File: src/rtl/rle_pkg.sv
// rtl/rle_pkg.sv - shared types for the RLE blob tracker
//
// Purpose: FSM state enum, coordinate typedefs and the bounding-box struct
// used by rle_blob_tracker.
// Ports: none (package).
package rle_pkg;

  typedef enum logic [1:0] {
    ST_IDLE  = 2'd0,
    ST_TRACK = 2'd1,
    ST_GAP   = 2'd2,
    ST_CLOSE = 2'd3
  } state_e;

  typedef logic [9:0] xcoord_t;
  typedef logic [8:0] ycoord_t;

  typedef struct packed {
    xcoord_t left;
    xcoord_t right;
    ycoord_t top;
    ycoord_t bottom;
  } box_t;

  // Boxes are only ever built with bottom >= top, so this cannot wrap.
  function automatic ycoord_t box_height(input box_t b);
    return b.bottom - b.top;
  endfunction

endpackage

File: src/rtl/rle_blob_tracker.sv
// rtl/rle_blob_tracker.sv - tracks the tallest white blob in a run-length coded frame
//
// Purpose: consumes one (run_start, run_len) pair per line, grows a current
// bounding box over vertically overlapping runs, tolerates short gaps, keeps
// the tallest qualifying box of the frame and publishes it after the last line.
// Optional feature macro: RLE_BLOB_AREA_EN adds bbox_area (sum of clipped run
// lengths of the published blob).
// Ports:
//   CLK, RESET_N            clock, asynchronous active-low reset
//   frame_start             pulse before line 0 (also aborts a frame in progress)
//   line_end                pulse qualifying run_start/run_len for one line
//   run_start, run_len      white run start x and length (len 0 = empty line)
//   bbox_left/right/top/bottom  published box, held between bbox_valid pulses
//   bbox_valid              one-cycle result strobe
//   bbox_found              a qualifying blob was present in the last frame
//   bbox_area               (RLE_BLOB_AREA_EN only) area of the published blob
module rle_blob_tracker
  import rle_pkg::*;
#(
  parameter int IMAGE_W   = 639,
  parameter int IMAGE_H   = 479,
  parameter int GAP_MAX   = 3,
  parameter int MIN_LINES = 4
) (
  input  logic        CLK,
  input  logic        RESET_N,
  input  logic        frame_start,
  input  logic        line_end,
  input  logic [9:0]  run_start,
  input  logic [9:0]  run_len,
  output logic [9:0]  bbox_left,
  output logic [9:0]  bbox_right,
  output logic [8:0]  bbox_top,
  output logic [8:0]  bbox_bottom,
  output logic        bbox_valid,
`ifdef RLE_BLOB_AREA_EN
  output logic [18:0] bbox_area,
`endif
  output logic        bbox_found
);

  localparam xcoord_t    X_LAST   = xcoord_t'(IMAGE_W);
  localparam ycoord_t    Y_LAST   = ycoord_t'(IMAGE_H);
  localparam logic [7:0] GAP_LIM  = 8'(GAP_MAX);
  localparam logic [8:0] MIN_HITS = 9'(MIN_LINES);

  state_e     state_q, state_d;
  logic       armed_q, armed_d;
  logic       done_q, done_d;
  logic       fin_q, fin_d;
  ycoord_t    line_q, line_d;
  box_t       cur_q, cur_d;
  box_t       best_q, best_d;
  logic       best_vld_q, best_vld_d;
  logic [8:0] hits_q, hits_d;
  logic [7:0] gap_q, gap_d;
  box_t       out_q, out_d;
  logic       valid_q, valid_d;
  logic       found_q, found_d;
`ifdef RLE_BLOB_AREA_EN
  logic [18:0] cur_area_q, cur_area_d;
  logic [18:0] best_area_q, best_area_d;
  logic [18:0] out_area_q, out_area_d;
  logic [9:0]  run_w;
`endif

  logic        take, hit, overlap, is_open, is_idle, close_now, close_ok;
  logic [10:0] end_x;
  logic [7:0]  gap_inc;
  xcoord_t     x_l, x_r;

  // Lines count only inside an armed, unfinished frame; frame_start wins.
  assign take    = line_end & armed_q & ~done_q & ~frame_start;
  assign end_x   = {1'b0, run_start} + {1'b0, run_len} - 11'd1;
  assign hit     = (run_len != 10'd0) && (run_start <= X_LAST);
  assign x_l     = run_start;
  assign x_r     = (end_x > {1'b0, X_LAST}) ? X_LAST : end_x[9:0];
  assign overlap = (x_l <= cur_q.right) && (x_r >= cur_q.left);
  assign gap_inc = gap_q + 8'd1;
  assign is_open = (state_q == ST_TRACK) || (state_q == ST_GAP);
  // CLOSE behaves like IDLE for a line arriving in the same cycle.
  assign is_idle = (state_q == ST_IDLE) || (state_q == ST_CLOSE);
  // A blob closes either by gap timeout (CLOSE) or at the end of the frame.
  assign close_now = (state_q == ST_CLOSE) || (fin_q && is_open);
  assign close_ok  = close_now && (hits_q >= MIN_HITS) &&
                     (!best_vld_q || (box_height(cur_q) > box_height(best_q)));
`ifdef RLE_BLOB_AREA_EN
  assign run_w = x_r - x_l + 10'd1;
`endif

  always_ff @(posedge CLK or negedge RESET_N) begin
    if (!RESET_N) state_q <= ST_IDLE;
    else          state_q <= state_d;
  end

  always_comb begin
    state_d = state_q;
    if (frame_start) begin
      state_d = ST_IDLE;
    end else if (take) begin
      if (is_idle)                   state_d = hit ? ST_TRACK : ST_IDLE;
      else if (hit && overlap)       state_d = ST_TRACK;
      else if (gap_inc >= GAP_LIM)   state_d = ST_CLOSE;
      else                           state_d = ST_GAP;
    end else if (close_now) begin
      state_d = ST_IDLE;
    end
  end

  always_comb begin
    line_d     = line_q;
    armed_d    = armed_q;
    done_d     = done_q;
    fin_d      = 1'b0;
    cur_d      = cur_q;
    hits_d     = hits_q;
    gap_d      = gap_q;
    best_d     = best_q;
    best_vld_d = best_vld_q;
    out_d      = out_q;
    found_d    = found_q;
    valid_d    = 1'b0;
`ifdef RLE_BLOB_AREA_EN
    cur_area_d  = cur_area_q;
    best_area_d = best_area_q;
    out_area_d  = out_area_q;
`endif
    if (frame_start) begin
      // Abort/start: drop all frame state but leave the published result alone.
      line_d     = '0;
      armed_d    = 1'b1;
      done_d     = 1'b0;
      cur_d      = '0;
      hits_d     = '0;
      gap_d      = '0;
      best_d     = '0;
      best_vld_d = 1'b0;
`ifdef RLE_BLOB_AREA_EN
      cur_area_d  = '0;
      best_area_d = '0;
`endif
    end else begin
      if (close_ok) begin
        best_d     = cur_q;
        best_vld_d = 1'b1;
`ifdef RLE_BLOB_AREA_EN
        best_area_d = cur_area_q;
`endif
      end
      if (take) begin
        line_d = line_q + 9'd1;
        if (line_q == Y_LAST) begin
          done_d = 1'b1;
          fin_d  = 1'b1;
        end
        if (is_idle) begin
          if (hit) begin
            cur_d.left   = x_l;
            cur_d.right  = x_r;
            cur_d.top    = line_q;
            cur_d.bottom = line_q;
            hits_d       = 9'd1;
            gap_d        = '0;
`ifdef RLE_BLOB_AREA_EN
            cur_area_d   = 19'(run_w);
`endif
          end
        end else if (hit && overlap) begin
          cur_d.left   = (x_l < cur_q.left)  ? x_l : cur_q.left;
          cur_d.right  = (x_r > cur_q.right) ? x_r : cur_q.right;
          cur_d.bottom = line_q;
          hits_d       = (hits_q == 9'h1FF) ? hits_q : hits_q + 9'd1;
          gap_d        = '0;
`ifdef RLE_BLOB_AREA_EN
          cur_area_d   = cur_area_q + 19'(run_w);
`endif
        end else begin
          gap_d = gap_inc;
        end
      end
      // Cycle after the last line: the final close above has been folded in.
      if (fin_q) begin
        valid_d = 1'b1;
        found_d = best_vld_d;
        out_d   = best_vld_d ? best_d : '0;
`ifdef RLE_BLOB_AREA_EN
        out_area_d = best_vld_d ? best_area_d : '0;
`endif
      end
    end
  end

  always_ff @(posedge CLK or negedge RESET_N) begin
    if (!RESET_N) begin
      armed_q    <= 1'b0;
      done_q     <= 1'b0;
      fin_q      <= 1'b0;
      line_q     <= '0;
      cur_q      <= '0;
      hits_q     <= '0;
      gap_q      <= '0;
      best_q     <= '0;
      best_vld_q <= 1'b0;
      out_q      <= '0;
      valid_q    <= 1'b0;
      found_q    <= 1'b0;
`ifdef RLE_BLOB_AREA_EN
      cur_area_q  <= '0;
      best_area_q <= '0;
      out_area_q  <= '0;
`endif
    end else begin
      armed_q    <= armed_d;
      done_q     <= done_d;
      fin_q      <= fin_d;
      line_q     <= line_d;
      cur_q      <= cur_d;
      hits_q     <= hits_d;
      gap_q      <= gap_d;
      best_q     <= best_d;
      best_vld_q <= best_vld_d;
      out_q      <= out_d;
      valid_q    <= valid_d;
      found_q    <= found_d;
`ifdef RLE_BLOB_AREA_EN
      cur_area_q  <= cur_area_d;
      best_area_q <= best_area_d;
      out_area_q  <= out_area_d;
`endif
    end
  end

  assign bbox_left   = out_q.left;
  assign bbox_right  = out_q.right;
  assign bbox_top    = out_q.top;
  assign bbox_bottom = out_q.bottom;
  assign bbox_valid  = valid_q;
  assign bbox_found  = found_q;
`ifdef RLE_BLOB_AREA_EN
  assign bbox_area   = out_area_q;
`endif

endmodule

File: config.mk
export PLATFORM = sky130hd
export DESIGN_NAME = rle_blob_tracker
export DESIGN_NICKNAME = d
export VERILOG_FILES = /design/src/rtl/rle_pkg.sv /design/src/rtl/rle_blob_tracker.sv
export SDC_FILE = /design/constraint.sdc
export NUM_CORES = 1
export LEC_CHECK = 0
export CAP_MARGIN = 30
export CORE_MARGIN = 3
export CORE_UTILIZATION = 50
export DETAILED_ROUTE_END_ITERATION = 12
export PLACE_DENSITY = 0.69
export SYNTH_ARGS = -nofsm -noshare
export SYNTH_HDL_FRONTEND = slang
export SYNTH_SLANG_ARGS = --single-unit
export TNS_END_PERCENT = 1
File: constraint.sdc
create_clock -name CLK -period 8.25 [get_ports CLK]
set_input_delay 1.2375 -clock CLK [delete_from_list [all_inputs] [get_ports CLK]]
set_output_delay 1.2375 -clock CLK [all_outputs]
set_load 0.05 [all_outputs]
==> summary.txt <==
Setup path
  – Data arrival time of the critical path: 6830 ps
  – Classification of the worst setup path: in2reg
  – Cell count of the worst reg-to-reg path: 21
  – Endpoint required time on the critical path: 8560 ps
  – Endpoint of the most critical register-to-register path: bbox_left[2]
  – Crit-path cells: clkdlybuf4s50_1 > inv_1 > ha_1 > inv_1 > ha_1 > fa_1 > a211oi_2 > o21bai_1 > a21oi_1 > xor2_1 > a21oi_2 > nor3b_1 > ha_1 > nand2b_1 > a211oi_1 > o21ai_0 > o311a_1 > a21oi_4 > or2_1 > mux2_2
  – Largest incremental delay on the critical path: 540 ps
  – Worst-path cell with the longest stage delay: sky130_fd_sc_hd__clkdlybuf4s50_1
  – Endpoint kind of the worst setup timing path: register
  – Most frequent CP cell: sky130_fd_sc_hd__ha_1
  – Crit path buffers/inverters: 3
  – CP Launch Type: input port
  – Cell count along the critical path: 20
  – Maximum fanout along the worst path: 13
  – Flop-to-flop setup slack: 3050 ps
  – Family of cells with the greatest summed delay on the critical path: compound AO/OA/AOI/OAI gates
  – R2r startpoint: cur_q[0]

Synthesis
  – Area share of the leading cell type in the synthesized netlist: 37.6%
  – Async S/R FF share, synth: 100%
  – Total of flip-flops plus latches after synthesis: 148
  – Instance count of the mapped netlist: 1058
  – Main synth FF type: sky130_fd_sc_hd__dfrtp_1
  – Number of warnings issued by yosys: 0
  – Post-synthesis area per instance: 9.31 um^2
  – Synth area leader: sky130_fd_sc_hd__dfrtp_1
  – Number of flops mapped to enable cells by yosys: 0
  – Sequential area share after synthesis: 37.6%
  – Cell area after synthesis: 9850 um^2
  – Post-synth cell types: 72
  – Synthesized netlist net count: 1175
  – Synth area leaders: sky130_fd_sc_hd__dfrtp_1 (38%), sky130_fd_sc_hd__ha_1 (11%), sky130_fd_sc_hd__nand3_1 (4.7%), sky130_fd_sc_hd__inv_1 (3.8%), sky130_fd_sc_hd__a32oi_1 (3.5%)

Clocking
  – Resized Gates After CTS: 0
  – Count of hold buffers inserted by post-cts repair: 0
  – Post-CTS Setup Bufs: 0
  – TritonCTS clock tree: yes
  – H-tree levels: 4
  – Total CTS buffers: 17
  – Total clock sinks: 148
  – Clock edge transition at the registers on the reported setup and hold paths: 60 ps
  – Number of buffers on the longest clock path: 2
  – Clock root buffer: sky130_fd_sc_hd__clkbuf_16
  – Clock latency at the later pin of the worst-skew pair: 420 ps

Power
  – Total power divided by cell area: 194 nW/um^2
  – Max rail drop VDD: 0.149 mV
  – Leakage dissipation: 4.97 nW

Global route
  – First-pass GRT wire length: 42000 um
  – Total GRT Usage: 24.1%
  – Remaining global-route overflow: 0
  – Antenna violations before repair: 0
  – Maximum number of pins on one net before global-route repair: 93
  – Vias in the first global route: 7858

STA
  – Worst-margin pin slew: 1000 ps
  – Final critical path time including I/O delays and setup: 6520 ps
  – Final critical-path share of the clock period: 79.1%
  – Final Hold Viols: 0
  – Setup TNS after final layout: 0 ps
  – Achievable Freq: 153 MHz
  – Setup clock skew after layout: 6.10 ps
  – Rel. slew slack: 33.4%
  – Number of setup violations in the final report: 0
  – RSZ-0062 raised after global routing: no
  – Final Max Tran Viols: 0

Min path
  – Worst Hold End: bbox_found
  – Worst hold path startpoint: bbox_found
  – Hold path cells: 1
  – Class of the tightest hold or removal check: reg2reg

Cells and area
  – Fraction of layout instances using a drive strength above 1: 7.40%
  – Area growth, synth to finish: 14.4%
  – Layout fillers: 1695
  – Total inserted antenna cells: 0
  – Util after Layout: 59.3%
  – Number of standard cells in the final layout excluding fillers: 1354
  – Final nets: 1198

Run status
  – Outcome: finished, final reports clean

Route
  – Number of design-rule violations left by the first detailed-router iteration: 643
  – Total vias in the final route: 8384
  – Routed wirelength normalized by instance count: 18.8 um
  – Final WL: 25400 um
  – Via density per instance: 6.19
  – Count of nets left with antenna violations after detail routing: 0
  – First-pass iteration count of the detailed router: 5
  – Number of DRC violations after detailed routing: 0

Floorplan
  – Boundary Pins: 64
  – FP Rows: 50
  – DIE AREA: 21400 um^2
  – Die Y-Extent: 146 um
  – Initial core utilization: 51.8%
  – Core Box Area: 19000 um^2
  – DIE WIDTH: 146 um

Placement
  – Number of placed cells counting well taps: 1321
  – RePlAce Congestion: 0.891
  – Detailed placement HPWL: 17600 um
  – Count of port buffers added during placement: 63

Flow run
  – Max Cap Viol: 0
-- synthesized netlist by cell type, types with 3 or more instances --
cell,count
sky130_fd_sc_hd__buf_4,4
sky130_fd_sc_hd__mux2_2,8
sky130_fd_sc_hd__inv_1,101
sky130_fd_sc_hd__dfrtp_1,148
sky130_fd_sc_hd__and2_1,3
sky130_fd_sc_hd__nand2b_1,6
sky130_fd_sc_hd__nor2_1,33
sky130_fd_sc_hd__o41ai_1,27
sky130_fd_sc_hd__nor2b_1,12
sky130_fd_sc_hd__a211oi_1,10
sky130_fd_sc_hd__xnor2_1,14
sky130_fd_sc_hd__o211ai_1,28
sky130_fd_sc_hd__or3_4,3
sky130_fd_sc_hd__nor3b_1,6
sky130_fd_sc_hd__nand4_1,15
sky130_fd_sc_hd__mux2i_1,14
sky130_fd_sc_hd__buf_2,14
sky130_fd_sc_hd__nand4b_1,38
sky130_fd_sc_hd__nor4_1,6
sky130_fd_sc_hd__nor3_1,8
sky130_fd_sc_hd__a31oi_1,12
sky130_fd_sc_hd__a32oi_1,39
sky130_fd_sc_hd__nand3_1,93
sky130_fd_sc_hd__xor2_1,16
sky130_fd_sc_hd__or3_1,8
sky130_fd_sc_hd__nand2_1,75
sky130_fd_sc_hd__o21ai_0,46
sky130_fd_sc_hd__fa_1,3
sky130_fd_sc_hd__o21bai_1,6
sky130_fd_sc_hd__and3_1,14
sky130_fd_sc_hd__o21a_1,8
sky130_fd_sc_hd__buf_1,4
sky130_fd_sc_hd__a221o_1,10
sky130_fd_sc_hd__a21o_1,7
sky130_fd_sc_hd__a21oi_1,31
sky130_fd_sc_hd__o2bb2ai_1,5
sky130_fd_sc_hd__clkbuf_1,50
sky130_fd_sc_hd__ha_1,90
-- metal layers --
metal	share of wire, %	wire, um	vias up	global-route usage, %
met5	0	0	-	0
met4	0.95	242	0	5.64
met3	4.0	1010	24	3.76
met2	47	12000	204	37.6
met1	48	12200	4151	35.5
li1	-	-	4005	-
-- power breakdown --
group	switching [W]	internal, W	leakage (nW)
combinational	0.000347	0.000215	2.63
sequential	0.0000433	0.000759	2.03
clock	0.000311	0.000515	0.304
total	0.000701	0.00149	4.97
-- final cells by class --
type | instances | area, um^2 | share of cell area, %
Tap cell | 260 | 325 | 2.89
Timing Repair Buffer | 76 | 744 | 6.61
Clock inverter | 12 | 178 | 1.58
Sequential cell | 148 | 3700 | 32.9
Clock buffer | 20 | 447 | 3.96
Multi-Input combinational cell | 737 | 5490 | 48.7
Inverter | 101 | 379 | 3.36
-- worst reg2reg max path: cells and delay by family (launching register included) --
kind | cells | cell delay [ps]
AOI/OAI and AO/OA | 5 | 1310
xor gates and xnor gates | 1 | 160
adders and majority gates | 3 | 860
buffers and inverters | 4 | 1180
DFF | 1 | 440
and+or+nand+nor | 8 | 1130
-- worst max-delay path by stage --
stage	startpoint	to	slack, ps
after floorplan	run_start[1]	cur_q[1]	2880
after global placement	run_start[1]	cur_q[6]	1540
after detailed placement	run_start[1]	cur_q[6]	1400
after CTS	run_start[1]	cur_q[6]	1810
after global routing	run_start[1]	cur_q[1]	1450
final	run_start[1]	cur_q[6]	1730
-- state kept, by name, indices dropped and copies added, names as in the netlist --
register / cells
armed_q: 1
gap_q: 8
best_vld_q: 1
fin_q: 1
bbox_bottom: 9
hits_q: 9
bbox_valid: 1
bbox_left: 10
line_q: 9
best_q: 38
done_q: 1
bbox_found: 1
bbox_right: 10
cur_q: 38
bbox_top: 9
state_q: 2
-- through the flow --
step           worst slack (ps)  power, W  cell area (um^2)  hold WS (ps)
6_report                   1730   0.00219             11300           479
5_1_grt                    1450   0.00231             11300           493
4_1_cts                    1810   0.00220             11200           485
3_5_place_dp               1400   0.00136             10600           471
3_3_place_gp               1540   0.00136             10600           462
2_1_floorplan              2880   0.00120              9850           477
-- kinds of logic (layout without fill, tap and decap cells) --
group / after synthesis / in the layout / synth area share, %
mux: 24 / 24 / 2.57
buf+inv: 173 / 209 / 6.92
fa+ha+maj: 93 / 93 / 12.0
simple gates: 333 / 333 / 18.8
xor+xnor: 30 / 30 / 2.67
flops: 148 / 148 / 37.6
compound gates: 257 / 257 / 19.4
-- placed cells by master (no fill, tap or decap), drive strengths merged, types with 4 or more instances in the layout --
master,Yosys,routed
a211oi,11,11
o21ai,48,48
clkdlybuf4s50,0,61
o21a,8,8
dfrtp,148,148
mux2,10,10
clkbuf,50,20
xor2,16,16
bufinv,0,4
nand2b,6,6
nor3,8,8
mux2i,14,14
nand4b,38,38
a31oi,12,12
xnor2,14,14
a21o,7,7
a221o,10,10
and3,14,14
nor4,6,6
o211ai,29,29
o2bb2ai,5,5
buf,22,15
nand3,94,94
o41ai,28,28
nand4,15,15
a21oi,34,34
clkinv,0,6
nand2,75,75
nor2b,13,13
nor2,34,34
or3,11,11
a32oi,39,39
nor3b,6,6
o21bai,6,6
inv,101,102
ha,90,90
Power figures use the tool's default switching activity.
